$ cat src/rtl/uart_pkg.sv
// Shared types and helpers for the configurable UART receiver.
// State encoding, parity-mode constants and the 3-sample majority vote.
package uart_pkg;

    typedef enum logic [2:0] {
        ST_IDLE,
        ST_START,
        ST_DATA,
        ST_PARITY,
        ST_STOP,
        ST_BRK_WAIT
    } uart_rx_state_e;

    localparam int PARITY_NONE = 0;
    localparam int PARITY_EVEN = 1;
    localparam int PARITY_ODD  = 2;

    function automatic logic majority3(input logic a, input logic b, input logic c);
        return (a & b) | (a & c) | (b & c);
    endfunction

endpackage

$ cat src/rtl/uart_rx_fifo.sv
// Synchronous first-word-fall-through frame buffer.
// Pointers carry an extra wrap bit so full and empty are distinguishable.
module uart_rx_fifo #(
    parameter int WIDTH = 11,
    parameter int DEPTH = 4
) (
    input  logic             clk,
    input  logic             resetn,
    input  logic             push,
    input  logic [WIDTH-1:0] push_data,
    input  logic             pop,
    output logic             valid,
    output logic [WIDTH-1:0] head,
    output logic             overrun
);
    localparam int AW = $clog2(DEPTH);

    logic [WIDTH-1:0] mem [DEPTH];
    logic [AW:0]      wr_ptr;
    logic [AW:0]      rd_ptr;
    logic             empty;
    logic             full;
    logic             do_push;
    logic             do_pop;

    assign empty   = (wr_ptr == rd_ptr);
    assign full    = (wr_ptr[AW] != rd_ptr[AW]) && (wr_ptr[AW-1:0] == rd_ptr[AW-1:0]);
    assign do_pop  = pop && !empty;
    // A pop in the same cycle frees the slot, so a full buffer still accepts the push.
    assign do_push = push && (!full || do_pop);
    assign overrun = push && !do_push;

    assign valid = !empty;
    assign head  = empty ? '0 : mem[rd_ptr[AW-1:0]];

    always_ff @(posedge clk) begin
        if (!resetn) begin
            wr_ptr <= '0;
            rd_ptr <= '0;
        end else begin
            if (do_push) wr_ptr <= wr_ptr + (AW+1)'(1);
            if (do_pop)  rd_ptr <= rd_ptr + (AW+1)'(1);
        end
    end

    always_ff @(posedge clk) begin
        if (do_push) mem[wr_ptr[AW-1:0]] <= push_data;
    end

endmodule

$ cat src/rtl/uart_rx_cfg.sv
// Configurable UART receiver: synchroniser, bit timing, frame FSM and flag
// generation, feeding completed frames into a small FWFT buffer.
module uart_rx_cfg
    import uart_pkg::*;
#(
    parameter int CLK_HZ       = 50_000_000,
    parameter int BIT_RATE     = 576000,
    parameter int PAYLOAD_BITS = 8,
    parameter int PARITY       = 0,
    parameter int STOP_BITS    = 1,
    parameter int FIFO_DEPTH   = 4
) (
    input  logic                    clk,
    input  logic                    resetn,
    input  logic                    uart_rxd,
    input  logic                    uart_rx_en,
    output logic                    rx_valid,
    input  logic                    rx_ready,
    output logic [PAYLOAD_BITS-1:0] rx_data,
    output logic                    rx_parity_err,
    output logic                    rx_frame_err,
    output logic                    rx_break,
    output logic                    rx_overrun,
    output logic                    rx_busy
);
    localparam int CPB = CLK_HZ / BIT_RATE;
    localparam int H   = CPB / 2;
    localparam int CW  = $clog2(CPB);
    localparam int EW  = PAYLOAD_BITS + 3;

    uart_rx_state_e          state;
    uart_rx_state_e          state_nxt;
    logic                    sync1;
    logic                    sync2;
    logic [CW-1:0]           cnt;
    logic [3:0]              bit_idx;
    logic                    smp_a;
    logic                    smp_b;
    logic                    maj;
    logic [PAYLOAD_BITS-1:0] data_sr;
    logic                    pbit;
    logic                    frame_err;
    logic                    stop_err;
    logic                    par_err;
    logic                    brk;
    logic                    push;
    logic                    at_s0;
    logic                    at_s1;
    logic                    at_mid;
    logic                    at_end;

    // Line synchroniser; frozen while reception is disabled.
    always_ff @(posedge clk) begin
        if (!resetn) begin
            sync1 <= 1'b1;
            sync2 <= 1'b1;
        end else if (uart_rx_en) begin
            sync1 <= uart_rxd;
            sync2 <= sync1;
        end
    end

    assign at_s0  = (cnt == CW'(H - 1));
    assign at_s1  = (cnt == CW'(H));
    assign at_mid = (cnt == CW'(H + 1));
    assign at_end = (cnt == CW'(CPB - 1));
    assign maj    = majority3(smp_a, smp_b, sync2);

    assign stop_err = frame_err | ~maj;
    assign par_err  = (PARITY != PARITY_NONE) && ((^data_sr ^ pbit) != (PARITY == PARITY_ODD));
    assign brk      = stop_err && (data_sr == '0) && ((PARITY == PARITY_NONE) || !pbit);

    always_ff @(posedge clk) begin
        if (!resetn) state <= ST_IDLE;
        else         state <= state_nxt;
    end

    always_comb begin
        state_nxt = state;
        push      = 1'b0;
        if (!uart_rx_en) begin
            state_nxt = ST_IDLE;
        end else begin
            case (state)
                ST_IDLE:     if (!sync2) state_nxt = ST_START;
                ST_START: begin
                    if (at_mid && maj) state_nxt = ST_IDLE;
                    else if (at_end)   state_nxt = ST_DATA;
                end
                ST_DATA: begin
                    if (at_end && bit_idx == 4'(PAYLOAD_BITS - 1))
                        state_nxt = (PARITY != PARITY_NONE) ? ST_PARITY : ST_STOP;
                end
                ST_PARITY:   if (at_end) state_nxt = ST_STOP;
                ST_STOP: begin
                    // The frame is committed mid-way through the last stop bit so the
                    // receiver is already idle when the next start edge can arrive.
                    if (at_mid && bit_idx == 4'(STOP_BITS - 1)) begin
                        push      = 1'b1;
                        state_nxt = stop_err ? ST_BRK_WAIT : ST_IDLE;
                    end
                end
                ST_BRK_WAIT: if (sync2) state_nxt = ST_IDLE;
                default:     state_nxt = ST_IDLE;
            endcase
        end
    end

    always_ff @(posedge clk) begin
        if (!resetn) begin
            cnt       <= '0;
            bit_idx   <= '0;
            frame_err <= 1'b0;
        end else begin
            if (state == ST_IDLE || state == ST_BRK_WAIT || at_end) cnt <= '0;
            else                                                     cnt <= cnt + CW'(1);

            if (state != state_nxt)
                bit_idx <= '0;
            else if (at_end && (state == ST_DATA || state == ST_STOP))
                bit_idx <= bit_idx + 4'(1);

            if (state == ST_IDLE)                       frame_err <= 1'b0;
            else if (state == ST_STOP && at_mid && !maj) frame_err <= 1'b1;
        end
    end

    // Sample capture and payload shift register.
    always_ff @(posedge clk) begin
        if (at_s0) smp_a <= sync2;
        if (at_s1) smp_b <= sync2;
        if (state == ST_DATA && at_mid) data_sr <= {maj, data_sr[PAYLOAD_BITS-1:1]};
        if (state == ST_IDLE)                pbit <= 1'b0;
        else if (state == ST_PARITY && at_mid) pbit <= maj;
    end

    logic [EW-1:0] head;

    uart_rx_fifo #(.WIDTH(EW), .DEPTH(FIFO_DEPTH)) u_fifo (
        .clk       (clk),
        .resetn    (resetn),
        .push      (push),
        .push_data ({brk, stop_err, par_err, data_sr}),
        .pop       (rx_ready),
        .valid     (rx_valid),
        .head      (head),
        .overrun   (rx_overrun)
    );

    assign {rx_break, rx_frame_err, rx_parity_err, rx_data} = head;
    assign rx_busy = (state != ST_IDLE);

endmodule

$ cat config.mk
export PLATFORM = sky130hd
export DESIGN_NAME = uart_rx_cfg
export DESIGN_NICKNAME = d
export VERILOG_FILES = /design/src/rtl/uart_pkg.sv /design/src/rtl/uart_rx_fifo.sv /design/src/rtl/uart_rx_cfg.sv
export SDC_FILE = /design/constraint.sdc
export NUM_CORES = 1
export LEC_CHECK = 0
export ABC_AREA = 1
export CAP_MARGIN = 10
export CORE_ASPECT_RATIO = 1.2
export CORE_UTILIZATION = 55
export DETAILED_ROUTE_END_ITERATION = 12
export GPL_ROUTABILITY_DRIVEN = 0
export PLACE_DENSITY = 0.74
export SETUP_SLACK_MARGIN = 0.4
export SLEW_MARGIN = 0
export SYNTH_ARGS = -nofsm -noshare
export SYNTH_HDL_FRONTEND = slang
export SYNTH_HIERARCHICAL = 1
export SYNTH_SLANG_ARGS = --single-unit
$ cat constraint.sdc
create_clock -name clk -period 2.89 [get_ports clk]
set_clock_uncertainty 0.2 [all_clocks]
set_input_delay 0.578 -clock clk [delete_from_list [all_inputs] [get_ports clk]]
set_output_delay 0.578 -clock clk [all_outputs]
set_load 0.01 [all_outputs]
==> Word-level counts from Yosys, hierarchy flattened <==
Memories as Yosys holds them, arrays and structs flattened. A register that Yosys moved wholly into a read port is not among the register bits.
Index checks and enable logic that the tools add are counted.
{ "op_classes": {"add_sub_neg": 4, "n_eq_ne": 14, "muxes": 18, "n_bitwise": 8, "reduce_logical": 27} }
{ "op_table": {"columns": ["op", "n"], "rows": [
  ["$mux W3", 9],
  ["$eq A7 B6 Y1 const B", 3],
  ["$pmux W3 S6", 1],
  ["$logic_and A1 B1 Y1", 12],
  ["$mux W11", 1],
  ["$logic_not A8 Y1", 1],
  ["$add A7 B1 Y7 const B", 1],
  ["$eq A7 B7 Y1 const B", 1],
  ["$add A3 B1 Y3 const B", 2],
  ["$eq A3 B2 Y1 const B", 2],
  ["$eq A3 B3 Y1 const B", 2],
  ["$reduce_or A2 Y1", 3],
  ["$mux W1", 5],
  ["$add A4 B1 Y4 const B", 1],
  ["$eq A4 B3 Y1 const B", 1],
  ["$logic_not A1 Y1", 4],
  ["$logic_not A4 Y1", 1],
  ["$logic_or A1 B1 Y1", 4],
  ["$mux W2", 2],
  ["$and A1 B1 Y1", 3],
  ["$eq A3 B1 Y1 const B", 1],
  ["$eq A3 B3 Y1", 1],
  ["$logic_not A3 Y1", 1],
  ["$ne A3 B3 Y1", 1],
  ["other kinds (5)", 8]
]} }
{ "totals": {"reg_bits": 33, "ramBits": 40, "in_bits": 5, "elab_cells": 83, "mem_count": 1} }
{ "mem_list": {"columns": ["name", "depth", "width", "rd", "rd_ports_with_merged_regs", "write_ports", "line", "source"], "rows": [
  ["u_fifo.mem", 4, 10, 1, 1, 1, "uart_rx_fifo.sv:18", "logic [WIDTH-1:0] mem [DEPTH];"]
]} }

==> Longest topological paths before layout <==
{ "logic_depth": {"ltp_word": 11, "ltp_mapped": 13} }

==> By module <==
The synthesis kept the hierarchy.
{ "by_module_without_submodules": {"columns": ["mod", "instances", "cells_per_inst", "area_per_inst_um2", "seq_area_each_um2"], "rows": [
  ["uart_rx_fifo", 1, 187, 2212.1, 1481.4],
  ["uart_rx_cfg", 1, 181, 1497.7, 640.6]
]} }

==> Least setup slack after synthesis <==
OpenSTA, ideal clock, no wires.
{ "synth_path": {"kind": "reg2reg", "start": "register cnt[0]", "end": "memory u_fifo/mem[0][0] (netlist bit) (enable)", "setup_ps": 378, "arrival_ps": 1813, "required_time_ps": 2312, "setup_slack_ps": 499, "path_stages_with_launch": 10, "n_path_buf": 0, "cell_sequence": "dfxtp_1 > inv_1 > ha_1 > nand3_2 > nor2_4 > inv_1 > nor2_1 > and3_1 > nand2_4 > nor2_1"} }
{ "synth_between": {"elab_chain_cells": 8} }
{ "synth_lines": {"columns": ["item", "line", "source"], "rows": [
  ["start, declared", "uart_rx_cfg.sv:35", "logic [CW-1:0] cnt;"],
  ["start signal, assigned", "uart_rx_cfg.sv:116", "else cnt <= cnt + CW'(1);"],
  ["$eq A7 B6 Y1", "uart_rx_cfg.sv:65", "assign at_mid = (cnt == CW'(H + 1));"],
  ["$logic_and A1 B1 Y1", "uart_rx_cfg.sv:98", "if (at_mid && bit_idx == 4'(STOP_BITS - 1)) begin"],
  ["$mux W1", "uart_rx_cfg.sv:98", null],
  ["$mux W1", "uart_rx_cfg.sv:84", "case (state)"],
  ["$mux W1", "uart_rx_cfg.sv:81", "if (!uart_rx_en) begin"],
  ["via push", "uart_rx_cfg.sv:46", "logic push;"],
  ["$logic_and A1 B1 Y1", "uart_rx_fifo.sv:30", "assign do_push = push && (!full || do_pop);"],
  ["$mux W1", "uart_rx_fifo.sv:47", "if (do_push) mem[wr_ptr[AW-1:0]] <= push_data;"],
  ["$mux W1 (not written as such)", "uart_rx_fifo.sv:47", null],
  ["end, declared", "uart_rx_fifo.sv:18", null]
]} }
The timed path passes the listed nets, and every way through them passes these cells.

==> results by group <==
Timing
  • Hold_ws: about 0.27 ns
  • Portion of the clock cycle consumed by the worst path in the final layout: 0.920
  • Final count of negative-setup-slack endpoints: 0
  • Final setup margin: about 0.23 ns
  • Setup_tns: 0 ns
  • Worst slew margin: 0.564
  • Unrepaired setup endpoints after global routing: yes
  • Measured slew at the worst slew-check pin: around 0.65 ns
  • Achievable clock frequency: about 0.38 GHz
  • Min cycle time layout: about 2.7 ns
  • Final hold violation count: 0
  • Final Max Slew Viols: 0

Synthesis
  • Post-synthesis sequential element count: slightly below 80
  • Synth Area per Inst: a little over 10 µm²
  • Cell type with the largest total area after synthesis: edfxtp_1
  • Cell types occupying the most area after synthesis: edfxtp_1 44%, dfxtp_1 13%, nand2_1 5.5%
  • Post-Syn Instances: between 300 and 400
  • Syn. warnings: 6
  • Number of enable flip-flop cells after synthesis: 54
  • Sequential-to-total area share from yosys stat: 0.572
  • Ranking of synthesized cells by instance count: 54 x edfxtp_1, 54 x nand2_1, 49 x inv_1, 37 x nor2_1, 25 x dfxtp_1
  • Synth Flop Type: edfxtp_1
  • Number of library cell types mapped by synthesis: 37
  • Total standard cell area after synthesis: 0.00371 mm²
  • Share of Yosys cell area claimed by the top area cell type: 0.437
  • Async set-or-reset flop fraction in the synthesized netlist: 0

Floorplanning
  • Core box area: ~0.0065 mm²
  • Die Ht: ~92 µm
  • Initial core utilization: 0.572
  • Number of I/O pins: 19
  • Number of rows created at floorplan: 32
  • Die Width: 77.0 µm
  • Full die area: 0.00708 mm²

CTS
  • Clock-pin slew on the worst setup and hold paths: approximately 0.08 ns
  • Maximum level of the CTS H-tree: 3
  • Post-CTS Hold Buffers: 0
  • Number of buffers created by CTS: 9
  • Clock insertion delay at the later pin of the skew report: 0.34 ns
  • Root buffer selected by CTS: clkbuf_8
  • Number of sinks on the clock net: between 70 and 80
  • Clock buffer depth: 2
  • Clock tree from TritonCTS: yes

Setup path
  • Data required, critical path: around 2.1 ns
  • Critical path arrival: 1.88 ns
  • Worst Setup End Kind: primary output
  • Path type of the worst setup path: reg2out
  • Crit path max fanout: 22
  • Flop-to-flop setup slack: 0.68 ns
  • CP Capture Point: rx_data[1]
  • Path depth of the worst reg2reg path: 11
  • Startpoint types: flip-flop
  • Worst r2r src: cnt[0]
  • Critical register-to-register path endpoint: u_fifo/mem[1][3]

Global route
  • Busiest metal layer after global routing: met2
  • Global routing usage on met1: 0.245
  • Number of antenna violations at the first check in global routing: 0
  • Wire length of the first global-routing pass: around 11 mm
  • GRT Overall Usage: 0.207
  • Number of global-route vias before repair: ~2500
  • Maximum number of pins on one net before global-route repair: 23
  • Fraction of met2 tracks used by global routing: 0.365
  • Met3 usage: 0.0318
  • Grt ovf: 0

Power and ir drop
  • VDD IR-drop max: ~320 µV
  • Pleak: roughly 1.9 nW
  • Power density normalized to cell area: around 430 mW/mm²

Outcome
  • Status: complete, no violations

Detailed routing
  • Via count: between 2000 and 3000
  • Remaining DRCs: 0
  • DRC violation total after the first TritonRoute iteration: between 150 and 200
  • Vias per Instance: between 5 and 6
  • Initial DRT Pass Iterations: 5
  • Remaining antenna violation count: 0
  • WL per Instance: about 14 µm
  • Total wirelength of the detailed-routed design: between 7 and 8 mm

Placed design
  • HPWL after detailed placement: about 4.4 mm
  • Post-Place Cell Area: 0.00404 mm²
  • Number of buffers added on ports: 18
  • Worst Setup Slack post-DPL: roughly 0.12 ns

Final layout
  • Post-layout nets: 440
  • Post-route core utilization: 0.693
  • Sequential cell area in the final layout: roughly 0.0021 mm²
  • Number of diodes: 0
  • Design area: ~0.0045 mm²
  • Filler Cell Count: approximately 480
  • Fraction of layout cells with a size suffix above 1: 0.238
  • Footprint of the multi-input gates: 0.00139 mm²
  • Syn-to-layout area delta: 21.1%

Min path
  • Hold/Removal Path Class: reg2reg

Job
  • Number of max-cap violations: 0
worst min path at each step:
| stage | from | to | slack [ns] | cells past startpoint |
|---|---|---|---|---|
| 2_1_floorplan | sync2 | smp_a | 0.23 | 0 |
| 3_3_place_gp | sync2 | smp_b | 0.24 | 0 |
| 3_5_place_dp | sync2 | smp_a | 0.24 | 0 |
| 4_1_cts | sync2 | smp_a | 0.26 | 0 |
| 5_1_grt | sync1 | sync1 | 0.30 | 2 |
| 6_report | sync2 | smp_b | 0.27 | 0 |
placed cells by master, fill, tap and decap left out, types with 2 or more instances in the layout:
cell / instances
nor3_2: 5
o21ai_0: 14
clkinv_1: 2
inv_1: 45
buf_4: 28
nor2_2: 5
clkbuf_8: 9
nor4_1: 6
mux2i_1: 11
nand3_2: 4
nand2_4: 2
inv_2: 9
nand2_2: 9
o22ai_1: 11
dfxtp_1: 18
clkdlybuf4s50_1: 5
xor2_1: 5
dfxtp_4: 5
dfxtp_2: 2
edfxtp_1: 54
inv_4: 2
nor3_1: 2
nand2_1: 53
a21oi_1: 11
nand3b_1: 2
nor2_4: 4
conb_1: 4
nand3_4: 2
ha_1: 10
dlymetal6s2s_1: 11
buf_6: 4
nor2_1: 35
clkbuf_1: 3
nand4_1: 3
nand3_1: 19
power breakdown:
part	leakage [nW]	total (mW)	internal [mW]	switching, mW
sequential	0.684	1.19	1.19	0.00225
clock	0.0798	0.682	0.309	0.373
combinational	1.15	0.0418	0.0165	0.0253
per-stage QoR:
| step | std cells | power (mW) |
|---|---|---|
| after global placement | 477 | 1.26 |
| after floorplan | 371 | 1.25 |
| after detailed placement | 477 | 1.26 |
| after CTS | 501 | 1.93 |
| final | 514 | 1.92 |
| after global routing | 514 | 1.98 |
registers in the layout, indices dropped and copies added (netlist names), named ones only:
| name | count |
|---|---|
| cnt | 7 |
| smp_b | 1 |
| u_fifo/mem | 44 |
| frame_err | 1 |
| state | 3 |
| u_fifo/wr_ptr | 3 |
| smp_a | 1 |
| data_sr | 8 |
| u_fifo/rd_ptr | 3 |
| sync1 | 1 |
| sync2 | 1 |
| bit_idx | 4 |
what timing repair did:
item	in CTS	in global routing
pin swaps	4	9
gates cloned	1	1
gates resized for setup	22	28
buffers inserted	7	12
setup endpoints to repair	13	14
metal layers:
layer | share of wire | vias to the layer above | wire (µm)
met3 | 0.037 | 16 | 266
met2 | 0.51 | 70 | 3640
met5 | 0 | - | 0
li1 | - | 1340 | -
met1 | 0.43 | 1238 | 3130
met4 | 0.023 | 0 | 168
kinds of logic (layout without fill, tap and decap cells):
logic type / after synthesis / in the layout / share of synthesized area
other: 1 / 4 / 0.00101
and+or+nand+nor: 154 / 155 / 0.212
DFF: 79 / 79 / 0.572
muxes: 12 / 12 / 0.0327
buffers and inverters: 67 / 124 / 0.0745
xor gates and xnor gates: 6 / 6 / 0.0142
AOI/OAI and AO/OA: 38 / 38 / 0.0563
adders and majority gates: 11 / 11 / 0.0371
final cells by class:
class	instances	share of cell area
Inverter	57	0.0496
Sequential cell	79	0.477
Tap cell	85	0.0237
Multi-Input combinational cell	226	0.308
Clock inverter	4	0.00474
Clock buffer	12	0.0301
Timing Repair Buffer	51	0.106
critical path, stage by stage, from the launching register on:
cell and delay [ns]:
dfxtp_1 0.33, buf_6 0.19, o21ai_0 0.12, o22ai_1 0.22, nand2_1 0.10, inv_1 0.07, clkdlybuf4s50_1 0.52
Power figures use the tool's default switching activity.
